$ cat config.mk
export PLATFORM = sky130hd
export DESIGN_NAME = up_down_counter_4bit
export DESIGN_NICKNAME = d
export VERILOG_FILES = /design/src/rtl/up_down_counter_4bit.sv
export SDC_FILE = /design/constraint.sdc
export NUM_CORES = 1
export LEC_CHECK = 0
export BUFFER_PORTS_ARGS = -buffer_cell sky130_fd_sc_hd__buf_2
export CORE_AREA = 2 2 39 41
export DETAILED_ROUTE_END_ITERATION = 8
export DIE_AREA = 0 0 41 43
export REMOVE_ABC_BUFFERS = 1
export SLEW_MARGIN = 20
export SYNTH_ARGS = -nofsm -noshare
export SYNTH_HDL_FRONTEND = slang
export SYNTH_SLANG_ARGS = --single-unit
export TNS_END_PERCENT = 5
$ cat constraint.sdc
create_clock -name CLK -period 1.2 [get_ports CLK]
set_clock_uncertainty 0.15 [all_clocks]
set_input_delay 0 -clock CLK [delete_from_list [all_inputs] [get_ports CLK]]
set_output_delay 0 -clock CLK [all_outputs]
set_load 0.02 [all_outputs]
$ cat src/rtl/up_down_counter_4bit.sv
// ============================================================================
// Module   : up_down_counter_4bit
// Function : free-running WIDTH-bit up/down counter with async active-high reset.
//            Define UDC_TC_OUT_EN to add the combinational terminal-count TC output.
// Revision : 1.0  initial release
// ============================================================================
`default_nettype none

module up_down_counter_4bit #(
  parameter int WIDTH = 4
) (
  input  logic             CLK,
  input  logic             RESET,
  input  logic             UPDN,
`ifdef UDC_TC_OUT_EN
  output logic             TC,
`endif
  output logic [WIDTH-1:0] COUNT
);

  localparam logic [WIDTH-1:0] C_ONE = WIDTH'(1);

  logic [WIDTH-1:0] count_d;
  logic [WIDTH-1:0] count_q;

  // Both directions wrap naturally through the fixed register width.
  always_comb begin
    count_d = count_q;
    if (UPDN) count_d = count_q + C_ONE;
    else      count_d = count_q - C_ONE;
  end

  always_ff @(posedge CLK or posedge RESET) begin
    if (RESET) count_q <= '0;
    else       count_q <= count_d;
  end

  assign COUNT = count_q;

`ifdef UDC_TC_OUT_EN
  // Flags the value that is about to wrap in the currently selected direction.
  assign TC = UPDN ? (count_q == '1) : (count_q == '0);
`endif

endmodule

`default_nettype wire

==> impl_metrics.ini <==
[setup_path]
crit_type = reg2reg
end_kind = flip-flop
startpoint_type = flip-flop
worst-path-max-fanout = 3
cp.arrival_ns = 1.31
required_ns = 1.21
rr_worst_depth = 4

[power_and_ir_drop]
max-vdd-ir-drop_mv = 0.4188
total_leakage_power_uw = 0.0001552
power_density_nw_per_um2 = 2405

[logic_synthesis]
synth_seq_cells = 4
synth_top_cell_by_area = dfrtp_1
synthCells = 15
syn_area_um2 = 198.9
ys_warn_count = 0
synth.top_cell.area_share = 0.5031
syn_avg_cell_area_um2 = 13.26
synth_seq_area_share = 0.5031
synth.area.top_cells = dfrtp_1 (50%), ha_1 (13%), fa_1 (10%), xnor2_1 (8.8%), inv_1 (5.7%)
yosysUniqueCellTypes = 8

[flow_run]
maxCapViolations = 0

[clock_network]
cts_made_buffers = 3
tritoncts = yes
cts-htree-levels = 1
clock_latency_ns = 0.24
post_cts_buffers = 0
cts_root_buffer = clkbuf_4
cts.sinks = 4
clock_path_buffers = 2
clkTransAtPathRegs_ns = 0.04

[final_layout]
largest_reg_flops = 4
fillCellCount = 154
antenna_cells = 0
final_util = 0.2233
multi_input_area_um2 = 90.09
syn2layout_area_growth_pct = 55.35
seqCellArea_um2 = 100.1
drive_gt1_frac = 0.4643
num-nets-final = 36

[timing]
report.final.setup_viol = 3
min_period_ns = 1.297
fmax_mhz = 771.3
fin_ws_ns = -0.09655
rsz0062_at_grt = yes
worst_pin_slew_ns = 0.1733
drv_slew = 0
finalSetupTns_ns = -0.2028
maxSlewHeadroom = 0.8837
finalHoldViolCount = 0
finalCritPeriodShare = 1.080

[floorplanning]
dieHeight_um = 43
die-area_um2 = 1763
core-area_um2 = 1384
rows = 14
die_w_um = 41
pin_count = 7
start_util = 0.1438

[detailed_routing]
finalWirelength_um = 367
dr.pass1.iters = 2
wl_per_cell_um = 8.341
post-route-drc-count = 0
drt-initial-drc-count = 2
final_antenna_net_count = 0
viasPerCell = 3.432
vias = 151

[placed_design]
hpwl_um = 281.5
portBuffers = 6
place_congestion = 0.5607

[global_route]
gr-total-overflow = 0
grt_pass1_wl_um = 524
antenna_found_initial = 0
grt_max_degree = 5
grtUsageTotal = 0.05847
grt_pass1_vias = 144

[status]
violations = negative setup slack
status = complete, but fails checks

[min_path]
worstHoldPathType = in2async
==> cells by family after synthesis <==
kind of cell | share of synthesized area
AO/OA/AOI/OAI | 0.08178
buffers and inverters | 0.05660
XOR/XNOR | 0.1321
adder cells (fa/ha/maj) | 0.2264
flip-flops | 0.5032
==> Yosys cell counts, drive strengths merged <==
cell / n
a21o: 1
a21oi: 1
dfrtp: 4
fa: 1
ha: 2
inv: 3
xnor2: 2
xor2: 1
==> where the power goes <==
part	internal (uW)	switching (uW)
clock network	112	60.6
registers	192	31.9
logic	167	179
==> area by class of cell <==
type                            instances  area share
Clock buffer                            3     0.07287
Inverter                                3     0.03644
Multi-Input combinational cell          8      0.2915
Sequential cell                         4      0.3239
Tap cell                               16     0.06478
Timing Repair Buffer                   10      0.2105
==> worst paths after layout <==
path	from	to	slack [ns]
max	COUNT[1]	COUNT[3]	-0.1
max in group asynchronous	RESET	COUNT[2]	0.72
min	RESET	COUNT[3]	0.03
min in group CLK	UPDN	COUNT[1]	0.09
min reg2reg	COUNT[0]	COUNT[0]	0.41
max reg2reg	COUNT[1]	COUNT[3]	-0.1
==> worst max-delay path, stage by stage (launching register included) <==
cell and delay (ns):
dfrtp_1 0.38, ha_1 0.27, a21o_1 0.17, a21oi_2 0.13
xnor2_1 0.12
==> per-stage QoR <==
step	hold slack [ns]	std cells	setup WS (ns)	power (uW)	instance area (um2)
after CTS	0.03543	44	-0.1106	758.2	309.0
after global routing	0.07081	44	-0.1578	812.4	309.0
final	0.03281	44	-0.09655	743.1	309.0
after floorplan	-0.3839	15	-0.2071	460.7	198.9
after detailed placement	-0.2590	39	-0.1445	570.2	264.0
after global placement	-0.2608	39	-0.1077	558.5	264.0
==> layout by cell type, fill, tap and decap left out <==
cell type / Yosys / layout
buf_2: 0 / 6
dfrtp_1: 4 / 4
inv_1: 3 / 3
clkbuf_4: 0 / 3
xnor2_1: 2 / 2
ha_1: 2 / 2
dlygate4sd3_1: 0 / 2
buf_4: 0 / 2
a21o_1: 1 / 1
a21oi_2: 1 / 1
xor2_1: 1 / 1
fa_2: 0 / 1
==> metal layers <==
layer / vias to the layer above / global-route usage / wire length (um)
met4: 0 / 0.08000 / 25
met1: 65 / 0.04886 / 154
met5: - / 0 / 0
met3: 3 / 0.06283 / 53
met2: 10 / 0.05938 / 134
li1: 73 / - / -
==> timing repair <==
item                                    4_1_cts  5_1_grt
endpoints found under the hold margin         5        0
pin swaps                                     2        0
gates resized for setup                       1        0
hold buffers                                  2        0
endpoints found under the setup margin        3        3
Power figures use the tool's default switching activity.
